===== config.mk =====
export PLATFORM = sky130hd
export DESIGN_NAME = tow_scorer_n_flat
export DESIGN_NICKNAME = d
export VERILOG_FILES = /design/src/rtl/tow_scorer_n_if.sv /design/src/rtl/tow_scorer_n.sv /design/src/flat_wrapper.sv
export SDC_FILE = /design/constraint.sdc
export NUM_CORES = 1
export LEC_CHECK = 0
export CAP_MARGIN = 20
export CORE_ASPECT_RATIO = 1.1
export CORE_MARGIN = 8
export CORE_UTILIZATION = 45
export CTS_CLUSTER_DIAMETER = 100
export DETAILED_ROUTE_END_ITERATION = 10
export PLACE_DENSITY = 0.67
export SYNTH_ARGS = -nofsm -noshare
export SYNTH_HDL_FRONTEND = slang
export SYNTH_SLANG_ARGS = --single-unit

===== constraint.sdc =====
create_clock -name clk -period 2.4 [get_ports clk]
set_input_delay 0.24 -clock clk [delete_from_list [all_inputs] [get_ports clk]]
set_output_delay 0.24 -clock clk [all_outputs]
set_load 0.1 [all_outputs]

===== src/rtl/tow_scorer_n_if.sv =====
// -----------------------------------------------------------------------------
// tow_scorer_n_if
// Groups the push-arbiter inputs and the LED/score outputs of tow_scorer_n.
// The parameters must match those of the tow_scorer_n instance using it.
//
// Signals (direction as seen by the scorer, modport slave):
//   winrnd         in   one-cycle pulse: a push was arbitrated
//   right          in   1 = right player pushed first
//   tie            in   1 = simultaneous push (qualifies winrnd)
//   leds_on        in   1 = proper push, 0 = jump-the-light
//   hcap_l/hcap_r  in   double-step enables indexed by losing distance
//   score          out  LED word, 2*STEPS+2 bits
//   rounds_l/_r    out  rounds won per player
//   round_done     out  one-cycle pulse on a round win
//   match_over     out  sticky match-decided flag
//   match_winner_r out  1 = right player won the match
// -----------------------------------------------------------------------------
interface tow_scorer_n_if #(
  parameter int STEPS     = 3,
  parameter int MATCH_PTS = 3
);
  localparam int SW = 2*STEPS + 2;
  localparam int RW = $clog2(MATCH_PTS + 1);

  logic          winrnd;
  logic          right;
  logic          tie;
  logic          leds_on;
  logic [STEPS:0] hcap_l;
  logic [STEPS:0] hcap_r;
  logic [SW-1:0] score;
  logic [RW-1:0] rounds_l;
  logic [RW-1:0] rounds_r;
  logic          round_done;
  logic          match_over;
  logic          match_winner_r;

  // Push arbiter / bench side.
  modport master (
    output winrnd, right, tie, leds_on, hcap_l, hcap_r,
    input  score, rounds_l, rounds_r, round_done, match_over, match_winner_r
  );

  // Scorer side.
  modport slave (
    input  winrnd, right, tie, leds_on, hcap_l, hcap_r,
    output score, rounds_l, rounds_r, round_done, match_over, match_winner_r
  );
endinterface


===== src/rtl/tow_scorer_n.sv =====
// -----------------------------------------------------------------------------
// tow_scorer_n
// Tug-of-war scorer: tracks the rope position on a symmetric track of STEPS
// positions per side, applies jump / proper-push / handicap rules, decodes the
// position onto the LED score word, counts rounds, holds each win for HOLD_CYC
// cycles before restarting, and declares a match winner after MATCH_PTS rounds.
//
// Ports:
//   clk  in  system clock, rising edge
//   rst  in  synchronous active-low reset
//   bus  tow_scorer_n_if.slave (push inputs, score/round/match outputs)
//
// Parameters: STEPS (>=1), MATCH_PTS (>=1), HOLD_CYC (>=1).
// Optional feature: define TOW_SCORER_HCAP_EN to build the handicap latch and
// double-step logic; without it hcap_l/hcap_r are ignored and every move is
// a single step.
//
// Position encoding: signed pos, +k = Lk (left ahead), -k = Rk, 0 = N,
// +/-(STEPS+1) = WL / WR.
// -----------------------------------------------------------------------------
module tow_scorer_n #(
  parameter int STEPS     = 3,
  parameter int MATCH_PTS = 3,
  parameter int HOLD_CYC  = 50000000
) (
  input  logic         clk,
  input  logic         rst,
  tow_scorer_n_if.slave bus
);

  localparam int SW  = 2*STEPS + 2;
  localparam int RW  = $clog2(MATCH_PTS + 1);
  localparam int WIN = STEPS + 1;
  localparam int PW  = $clog2(WIN + 1) + 1;            // signed, holds +/-WIN
  localparam int HW  = (HOLD_CYC > 1) ? $clog2(HOLD_CYC) : 1;

  localparam logic signed [PW-1:0] POS_WL = PW'(WIN);
  localparam logic signed [PW-1:0] POS_WR = PW'(-WIN);
  localparam logic signed [PW:0]   SAT_HI = (PW+1)'(WIN);
  localparam logic signed [PW:0]   SAT_LO = (PW+1)'(-WIN);

  typedef enum logic [1:0] {
    S_PLAY  = 2'd0,
    S_HOLD  = 2'd1,
    S_MATCH = 2'd2
  } state_e;

  state_e                r_state;
  state_e                w_state_nxt;

  logic signed [PW-1:0]  r_pos;
  logic [HW-1:0]         r_hold_cnt;
  logic [RW-1:0]         r_rounds_l;
  logic [RW-1:0]         r_rounds_r;
  logic                  r_round_done;
  logic                  r_match_over;
  logic                  r_winner_r;

  logic                  w_move_en;
  logic                  w_hold_en;
  logic                  w_hold_done;
  logic                  w_mr;
  logic                  w_dbl;
  logic signed [PW:0]    w_pos_ext;
  logic signed [PW:0]    w_step;
  logic signed [PW:0]    w_sum;
  logic signed [PW-1:0]  w_pos_mv;
  logic                  w_win;
  logic                  w_win_r;
  logic                  w_match_win;
  logic [RW-1:0]         w_rounds_l_inc;
  logic [RW-1:0]         w_rounds_r_inc;
  logic [SW-1:0]         w_score;

  // ---------------------------------------------------------------------------
  // FSM: state register
  // ---------------------------------------------------------------------------
  // NOTE: sequential state uses non-blocking (<=) so every register samples
  // the pre-edge values of the others; blocking here would create order races.
  always_ff @(posedge clk) begin
    if (!rst) r_state <= S_PLAY;
    else      r_state <= w_state_nxt;
  end

  // ---------------------------------------------------------------------------
  // FSM: next-state logic
  // ---------------------------------------------------------------------------
  // NOTE: every always_comb output gets a default first so no path leaves it
  // unassigned, which would otherwise infer a latch.
  always_comb begin
    w_state_nxt = r_state;
    unique case (r_state)
      S_PLAY:  if (w_win) w_state_nxt = w_match_win ? S_MATCH : S_HOLD;
      S_HOLD:  if (w_hold_done) w_state_nxt = S_PLAY;
      S_MATCH: w_state_nxt = S_MATCH;
      default: w_state_nxt = S_PLAY;
    endcase
  end

  // ---------------------------------------------------------------------------
  // FSM: output decode
  // ---------------------------------------------------------------------------
  // Pushes only count in PLAY; a push landing on the last HOLD cycle is
  // dropped because the FSM is still in HOLD at that edge.
  always_comb begin
    w_move_en   = 1'b0;
    w_hold_en   = 1'b0;
    w_hold_done = 1'b0;
    unique case (r_state)
      S_PLAY:  w_move_en = bus.winrnd & ~bus.tie;
      S_HOLD: begin
        w_hold_en   = 1'b1;
        w_hold_done = (r_hold_cnt == HW'(HOLD_CYC - 1));
      end
      default: ;
    endcase
  end

  // ---------------------------------------------------------------------------
  // Move direction and handicap
  // ---------------------------------------------------------------------------
  // mr = 1 means the rope moves towards the right player (pos decrements).
  // A jump hands the step to the opponent, hence the XNOR form.
  assign w_mr = (bus.right & bus.leds_on) | (~bus.right & ~bus.leds_on);

`ifdef TOW_SCORER_HCAP_EN
  logic [STEPS:0] r_hcap_l;
  logic [STEPS:0] r_hcap_r;
  logic           w_dbl_l;
  logic           w_dbl_r;

  // Handicap enables follow the inputs while the rope is centred and freeze
  // once play leaves N, so mid-round changes cannot alter the odds.
  always_ff @(posedge clk) begin
    if (!rst) begin
      r_hcap_l <= '0;
      r_hcap_r <= '0;
    end else if (r_pos == '0) begin
      r_hcap_l <= bus.hcap_l;
      r_hcap_r <= bus.hcap_r;
    end
  end

  // Losing distance lookup: right mover loses at pos>=0, left mover at pos<=0.
  // Positions on the mover's winning side match no entry and never double.
  always_comb begin
    w_dbl_l = 1'b0;
    w_dbl_r = 1'b0;
    for (int k = 0; k <= STEPS; k++) begin
      if (r_pos == PW'(k))  w_dbl_r = r_hcap_r[k];
      if (r_pos == PW'(-k)) w_dbl_l = r_hcap_l[k];
    end
  end

  // Only a proper push can earn the double step.
  assign w_dbl = bus.leds_on & (w_mr ? w_dbl_r : w_dbl_l);
`else
  logic w_unused_hcap;
  assign w_unused_hcap = ^{bus.hcap_l, bus.hcap_r};
  assign w_dbl         = 1'b0;
`endif

  // ---------------------------------------------------------------------------
  // Next position with saturation at the win positions
  // ---------------------------------------------------------------------------
  always_comb begin
    w_pos_ext = {r_pos[PW-1], r_pos};
    w_step    = w_dbl ? (PW+1)'(2) : (PW+1)'(1);
    w_sum     = w_mr ? (w_pos_ext - w_step) : (w_pos_ext + w_step);
    if (w_sum > SAT_HI)      w_pos_mv = POS_WL;
    else if (w_sum < SAT_LO) w_pos_mv = POS_WR;
    else                     w_pos_mv = w_sum[PW-1:0];
  end

  assign w_win          = w_move_en & ((w_pos_mv == POS_WL) | (w_pos_mv == POS_WR));
  assign w_win_r        = (w_pos_mv == POS_WR);
  assign w_rounds_l_inc = r_rounds_l + RW'(1);
  assign w_rounds_r_inc = r_rounds_r + RW'(1);
  assign w_match_win    = w_win & (w_win_r ? (w_rounds_r_inc == RW'(MATCH_PTS))
                                           : (w_rounds_l_inc == RW'(MATCH_PTS)));

  // ---------------------------------------------------------------------------
  // Datapath registers
  // ---------------------------------------------------------------------------
  // NOTE: every register here is reset, including counters and flags, so a
  // reset in HOLD or MATCH returns the block to a clean PLAY state.
  always_ff @(posedge clk) begin
    if (!rst) begin
      r_pos        <= '0;
      r_hold_cnt   <= '0;
      r_rounds_l   <= '0;
      r_rounds_r   <= '0;
      r_round_done <= 1'b0;
      r_match_over <= 1'b0;
      r_winner_r   <= 1'b0;
    end else begin
      r_round_done <= w_win;

      if (w_move_en)        r_pos <= w_pos_mv;
      else if (w_hold_done) r_pos <= '0;

      // Counter idles at zero so each HOLD starts from a clean count.
      if (w_hold_en && !w_hold_done) r_hold_cnt <= r_hold_cnt + HW'(1);
      else                           r_hold_cnt <= '0;

      if (w_win &&  w_win_r) r_rounds_r <= w_rounds_r_inc;
      if (w_win && !w_win_r) r_rounds_l <= w_rounds_l_inc;

      if (w_match_win) begin
        r_match_over <= 1'b1;
        r_winner_r   <= w_win_r;
      end
    end
  end

  // ---------------------------------------------------------------------------
  // Score decode
  // ---------------------------------------------------------------------------
  // N lights the two centre LEDs; a win lights the whole winner's half.
  always_comb begin
    w_score = '0;
    if (r_pos == '0) begin
      w_score[STEPS+1] = 1'b1;
      w_score[STEPS]   = 1'b1;
    end else if (r_pos == POS_WL) begin
      for (int b = STEPS + 2; b < SW; b++) w_score[b] = 1'b1;
    end else if (r_pos == POS_WR) begin
      for (int b = 0; b < STEPS; b++) w_score[b] = 1'b1;
    end else begin
      for (int k = 1; k <= STEPS; k++) begin
        if (r_pos == PW'(k))  w_score[STEPS+1+k] = 1'b1;
        if (r_pos == PW'(-k)) w_score[STEPS-k]   = 1'b1;
      end
    end
  end

  assign bus.score          = w_score;
  assign bus.rounds_l       = r_rounds_l;
  assign bus.rounds_r       = r_rounds_r;
  assign bus.round_done     = r_round_done;
  assign bus.match_over     = r_match_over;
  assign bus.match_winner_r = r_winner_r;

endmodule


===== src/flat_wrapper.sv =====
// flat-port wrapper written by rule: the top's interface ports become plain ports
module tow_scorer_n_flat 
#(
  parameter int STEPS     = 3,
  parameter int MATCH_PTS = 3,
  parameter int HOLD_CYC  = 50000000
)
  (clk, rst, bus_winrnd, bus_right, bus_tie, bus_leds_on, bus_hcap_l, bus_hcap_r, bus_score, bus_rounds_l, bus_rounds_r, bus_round_done, bus_match_over, bus_match_winner_r);
  tow_scorer_n_if #(.STEPS(STEPS), .MATCH_PTS(MATCH_PTS)) bus_i ();
  input  logic clk;
  input  logic rst;
  input wire logic [$bits(bus_i.winrnd)-1:0] bus_winrnd;
  input wire logic [$bits(bus_i.right)-1:0] bus_right;
  input wire logic [$bits(bus_i.tie)-1:0] bus_tie;
  input wire logic [$bits(bus_i.leds_on)-1:0] bus_leds_on;
  input wire logic [$bits(bus_i.hcap_l)-1:0] bus_hcap_l;
  input wire logic [$bits(bus_i.hcap_r)-1:0] bus_hcap_r;
  output wire logic [$bits(bus_i.score)-1:0] bus_score;
  output wire logic [$bits(bus_i.rounds_l)-1:0] bus_rounds_l;
  output wire logic [$bits(bus_i.rounds_r)-1:0] bus_rounds_r;
  output wire logic [$bits(bus_i.round_done)-1:0] bus_round_done;
  output wire logic [$bits(bus_i.match_over)-1:0] bus_match_over;
  output wire logic [$bits(bus_i.match_winner_r)-1:0] bus_match_winner_r;
  assign bus_i.winrnd = bus_winrnd;
  assign bus_i.right = bus_right;
  assign bus_i.tie = bus_tie;
  assign bus_i.leds_on = bus_leds_on;
  assign bus_i.hcap_l = bus_hcap_l;
  assign bus_i.hcap_r = bus_hcap_r;
  assign bus_score = bus_i.score;
  assign bus_rounds_l = bus_i.rounds_l;
  assign bus_rounds_r = bus_i.rounds_r;
  assign bus_round_done = bus_i.round_done;
  assign bus_match_over = bus_i.match_over;
  assign bus_match_winner_r = bus_i.match_winner_r;
  tow_scorer_n #(.STEPS(STEPS), .MATCH_PTS(MATCH_PTS), .HOLD_CYC(HOLD_CYC)) u_core (.clk(clk), .rst(rst), .bus(bus_i));
endmodule

### Word-level counts from Yosys, hierarchy flattened

Index checks and enable logic that the tools add are counted.

| operators by class | value |
|---|---|
| eq/ne operators | 17 |
| add/sub/neg operators | 5 |
| bitwise operators | 10 |
| multiplexer cells | 26 |
| reduce and logical (&&, ||, !) cells | 10 |
| order comparisons | 2 |

Operator list:

| cell | number |
|---|---|
| $add 26x1->26 const B | 1 |
| $eq 26x26->1 const B | 1 |
| $eq 4x3->1 const B | 5 |
| $mux 3 | 6 |
| $mux 4 | 4 |
| $mux 1 | 10 |
| $eq 4x2->1 const B | 2 |
| $eq 4x4->1 const B | 2 |
| $mux 2 | 4 |
| $eq 2x2->1 const B | 3 |
| $pmux 2 s3 | 1 |
| $add 4x2->5 const B | 1 |
| $and 1x1->1 | 5 |
| $gt 5x4->1 const B | 1 |
| $lt 5x3->1 const B | 1 |
| $mux 5 | 1 |
| $sub 4x2->5 const B | 1 |
| $add 2x1->2 const B | 2 |
| $eq 4x1->1 const B | 1 |
| $logic_not 4->1 | 1 |
| $ne 2x1->1 const B | 2 |
| $reduce_and 2->1 | 2 |
| $logic_and 1x1->1 | 3 |
| $not 1->1 | 3 |
| other kinds (5) | 7 |

| storage, ports and cells | value |
|---|---|
| output and inout bits | 15 |
| logic and storage cells | 78 |
| input bits | 14 |
| register bits after elaboration | 39 |

### Longest topological paths before layout

Gate-level depths: netlist (run 1).

| depth | value |
|---|---|
| word-level depth | 14 |
| depth in mapped cells | 8 |
| depth with buffers taken out | 7 |

### Worst setup path after synthesis (run 1)

No wires, ideal clock.

| timing path | value |
|---|---|
| path kind | register -> output |
| from | register u_core.r_pos[0] |
| to | output bus_score[4] |
| setup slack | -1.399 ns |
| required time | 2.160 ns |
| arrival | 3.559 ns |
| buffers on the path | 1 |
| stages on the path, launching flop included | 5 |
| path through | dfxtp_1 -> inv_1 -> ha_1 -> nor3b_1 -> buf_4 |

| between the ends | value |
|---|---|
| cells in the longest elaborated chain, start to end | 2 |

RTL lines:

| item | RTL line | RTL |
|---|---|---|
| start, declared | tow_scorer_n.sv:51 | `logic signed [PW-1:0] r_pos;` |
| start signal, assigned | tow_scorer_n.sv:199 | `if (w_move_en) r_pos <= w_pos_mv;` |
| $logic_not 4->1 | tow_scorer_n.sv:222 | `if (r_pos == '0) begin` |
| $mux 2 | tow_scorer_n.sv:222 |  |
| end, declared | flat_wrapper.sv:18 | `output wire logic [$bits(bus_i.score)-1:0] bus_score;` |

Every way passes these cells.

### Worst setup path in the final report (run 1)

| timing path | value |
|---|---|
| from | register u_core.r_pos[0] |
| to | register u_core.r_state[0] |

| between the ends | value |
|---|---|
| cells in the longest elaborated chain, start to end | 12 |
| elaborated cells between the ends (all ways) | 18 |
| those cells by class | 2 x add/sub; 2 x order compare; 3 x eq/ne; 7 x mux; 3 x bitwise; 1 x reduce/logical |

RTL lines:

| item | RTL line | RTL |
|---|---|---|
| $add 4x2->5 / $sub 4x2->5 (equally long branches) | tow_scorer_n.sv:169 | `w_sum = w_mr ? (w_pos_ext - w_step) : (w_pos_ext + w_step);` |
| $mux 5 * | tow_scorer_n.sv:169 |  |
| $lt 5x3->1 | tow_scorer_n.sv:171 | `else if (w_sum < SAT_LO) w_pos_mv = POS_WR;` |
| $mux 4 | tow_scorer_n.sv:171 |  |
| $mux 4 * | tow_scorer_n.sv:170 | `if (w_sum > SAT_HI) w_pos_mv = POS_WL;` |
| $eq 4x4->1 / $eq 4x3->1 (equally long branches) | tow_scorer_n.sv:175, tow_scorer_n.sv:176 |  |
| $or 1x1->1 | tow_scorer_n.sv:175 | `assign w_win = w_move_en & ((w_pos_mv == POS_WL) \| (w_pos_mv == POS_WR));` |
| $and 1x1->1 | tow_scorer_n.sv:175 |  |
| $and 1x1->1 | tow_scorer_n.sv:179 | `assign w_match_win = w_win & (w_win_r ? (w_rounds_r_inc == RW'(MATCH_PTS))` |
| $mux 2 (2 in series) | tow_scorer_n.sv:93 | `S_PLAY: if (w_win) w_state_nxt = w_match_win ? S_MATCH : S_HOLD;` |
| $pmux 2 s3 | tow_scorer_n.sv:92 | `unique case (r_state)` |
| end signal, assigned | tow_scorer_n.sv:82 | `else r_state <= w_state_nxt;` |
| end, declared | tow_scorer_n.sv:48 | `state_e r_state;` |

Every way passes the cells marked *; elsewhere a longest branch is shown, timed or not. The select of a mux whose other input is x is not followed.
A chain may end at the register's enable or synchronous reset.

==> run summary, run 1 <==
Largest net degree at the start of global routing: 24
Ys async rst share: 0%
Syn_area_per_cell: 8.591 µm²
Most frequent cells in the layout: 46 x nor2_1, 39 x dfxtp_1, 22 x nand2_1
CP Max Fanout: 7
Worst slew pin tran: 0.5742 ns
Pwr per Cell Area: 691.7 nW/µm²
Via/cell ratio: 5.102
Vias: 1602
Yosys reg bits: 39
Row count: 25
Finished Core Util: 56.79%
Number of nets in the layout: 279
Critical path data required time: 2.61 ns
Slew Limit Fails: 0
Lkg Pwr: 0.8983 nW
Initial antenna violation count: 0
Initial DRC count: 63
Seq/Total Area, Yosys: 39.17%
Deepest clock path buffer count: 2
Most used DFF post-synth: dfxtp_1
Port Buffers: 20
Pwr Total: 1.683 mW
DR WL/cell: 11.70 µm
Gr ovfl total: 0
Max frequency: 0.4712 GHz
Die Wd: 79.46 µm
Wire length of the first global-routing pass: 6527 µm
Hold Fails Final Rpt: 0
Outcome: complete, no violations
Final instance area: 2434 µm²
Top cell type by total area after synthesis: dfxtp_1
WS Path Type: reg2reg
CTS tree: done
# hold bufs at CTS: 0
RSZ-0062 raised after global routing: no
Post-Syn Instances: 232
Core area: 4285 µm²
Commonest non-fill, non-tap cell in the layout: nor2_1
DR DRC count: 0
Synthesized Nets: 252
Final setup fails: 0
Clk_skew: 0.004634 ns
Total Routed Length: 3674 µm
Vias in the first global route: 1555
Crit. End Element: flip-flop
Initial Util: 46.51%
Post-cts resize count: 0
All-Layer GR Usage: 11.64%
Filler Cell Count: 398
Clock slew seen by the registers of the worst setup and hold paths: 0.07 ns
Post-synth top area share: 39.17%
Final Critical Period: 2.122 ns
Die Ht: 85.80 µm
Mapped cell area: 1993 µm²
Post-DP Area: 2333 µm²
Max IR drop VDD: 424.9 µV
Yosys cell types: 47
Root Buffer: clkbuf_8
Die area: 6817 µm²
DPL Wire Length: 2770 µm
Total CTS buffers: 5
Synth warn: 0
Final ANT Viol Nets: 0
Gp weighted congestion: 0.8056
DR pass1 iterations: 4
EDFF count, synth: 0
Setup bufs post-CTS: 0
Fraction of layout instances using a drive strength above 1: 16.92%
P&R area growth vs syn: 22.10%
Hold Crit Class: reg2reg
Synth area leaders: dfxtp_1 39%, xor2_1 9.2%, nor2_1 8.7%
ANT cells: 0
Max_slew headroom: 61.18%
Clock Sink Count: 39
Worst skew pair latency: 0.28 ns
CTS H-Tree Depth: 2
CP Launch Type: flip-flop
Worst endpoint data arrival time: 2.33 ns
Period utilization: 88.43%
Max-capacitance violation count: 0
Min Hold Slack: 0.4632 ns
Io pins: 29
synthesized netlist by cell type, drive strengths merged (2+ instances only):
cell type,number
dfxtp,39
o211ai,2
mux2i,3
and3,4
nand3b,2
nor2,46
inv,5
or4b,2
xor2,21
nand3,10
and4,5
ha,6
nand2,22
xnor2,11
nor4,2
o21ai,3
nor3,5
nor2b,3
a311oi,2
clkbuf,3
nand4,6
buf,6
a31oi,2
nor3b,2
a21oi,8
area by class of cell:
class,count,area [µm²],area share (%)
clock buffers,8,100.1,4.113
inverters,6,22.52,0.9255
multi-input cells,178,1157,47.56
flip-flops and latches,39,780.7,32.08
well taps,54,67.56,2.776
repair buffers,29,305.3,12.55
through the flow:
stage          setup TNS (ns)  instances  worst slack [ns]
3_3_place_gp                0        306           0.01881
3_5_place_dp         -0.02465        306          -0.02465
2_1_floorplan         -0.2706        232           -0.2706
6_report                    0        314            0.2776
4_1_cts                     0        314            0.2725
5_1_grt                     0        314           0.09002
state kept, by name, summed over array words and instances, names as in the netlist:
signal / count
u_core.bus.round_done: 1
u_core.r_state: 2
u_core.r_pos: 4
u_core.bus.match_over: 1
u_core.bus.rounds_r: 2
u_core.bus.match_winner_r: 1
u_core.bus.rounds_l: 2
u_core.r_hold_cnt: 26
report_power, final:
group	total, mW	internal (mW)	switching, mW
sequential	0.694	0.667	0.0273
combinational	0.520	0.187	0.333
clock	0.470	0.262	0.208
layer usage:
metal / up-vias / track usage, % / wire, µm
met1: 731 / 12.64 / 1707
met5: - / 0 / 0
met3: 7 / 2.720 / 88
li1: 844 / - / -
met2: 20 / 20.25 / 1801
met4: 0 / 6.071 / 76
critical path: stages (launching register included):
cell and delay [ns]:
dfxtp_1 0.44, inv_1 0.14, ha_1 0.32, xnor2_1 0.20, nand2_1 0.14, and4_4 0.18
or3_4 0.41, o31ai_4 0.21
worst paths after layout:
check	slack, ns	startpoint	endpoint	depth (start not counted)
worst max-delay path	0.28	u_core.r_pos[0]	u_core.r_state[0]	7
worst min-delay path	0.46	u_core.bus.match_over	u_core.bus.match_over	2
worst max register to register	0.28	u_core.r_pos[0]	u_core.r_state[0]	7
worst min register to register	0.46	u_core.bus.match_over	u_core.bus.match_over	2
cell families (layout without fill, tap and decap cells):
| kind of cell | count (synthesis) | count (layout) | share of synthesized area [%] |
|---|---|---|---|
| compound gates | 23 | 23 | 8.474 |
| flops | 39 | 39 | 39.17 |
| xor+xnor | 32 | 32 | 14.82 |
| simple gates | 114 | 114 | 28.69 |
| buf+inv | 15 | 43 | 3.578 |
| fa+ha+maj | 6 | 6 | 3.766 |
| mux | 3 | 3 | 1.507 |
Note: power is estimated with default switching activity, not from simulation.
==> inputs of run 2 (changes only) <==
--- a/config.mk
+++ b/config.mk
@@ -5,7 +5,7 @@
 export SDC_FILE = /design/constraint.sdc
 export NUM_CORES = 1
 export LEC_CHECK = 0
-export CAP_MARGIN = 20
+export CAP_MARGIN = 30
 export CORE_ASPECT_RATIO = 1.1
 export CORE_MARGIN = 8
 export CORE_UTILIZATION = 45
==> results of run 2 <==
No change in the layout: final DEF, timing and power equal those of run 1.
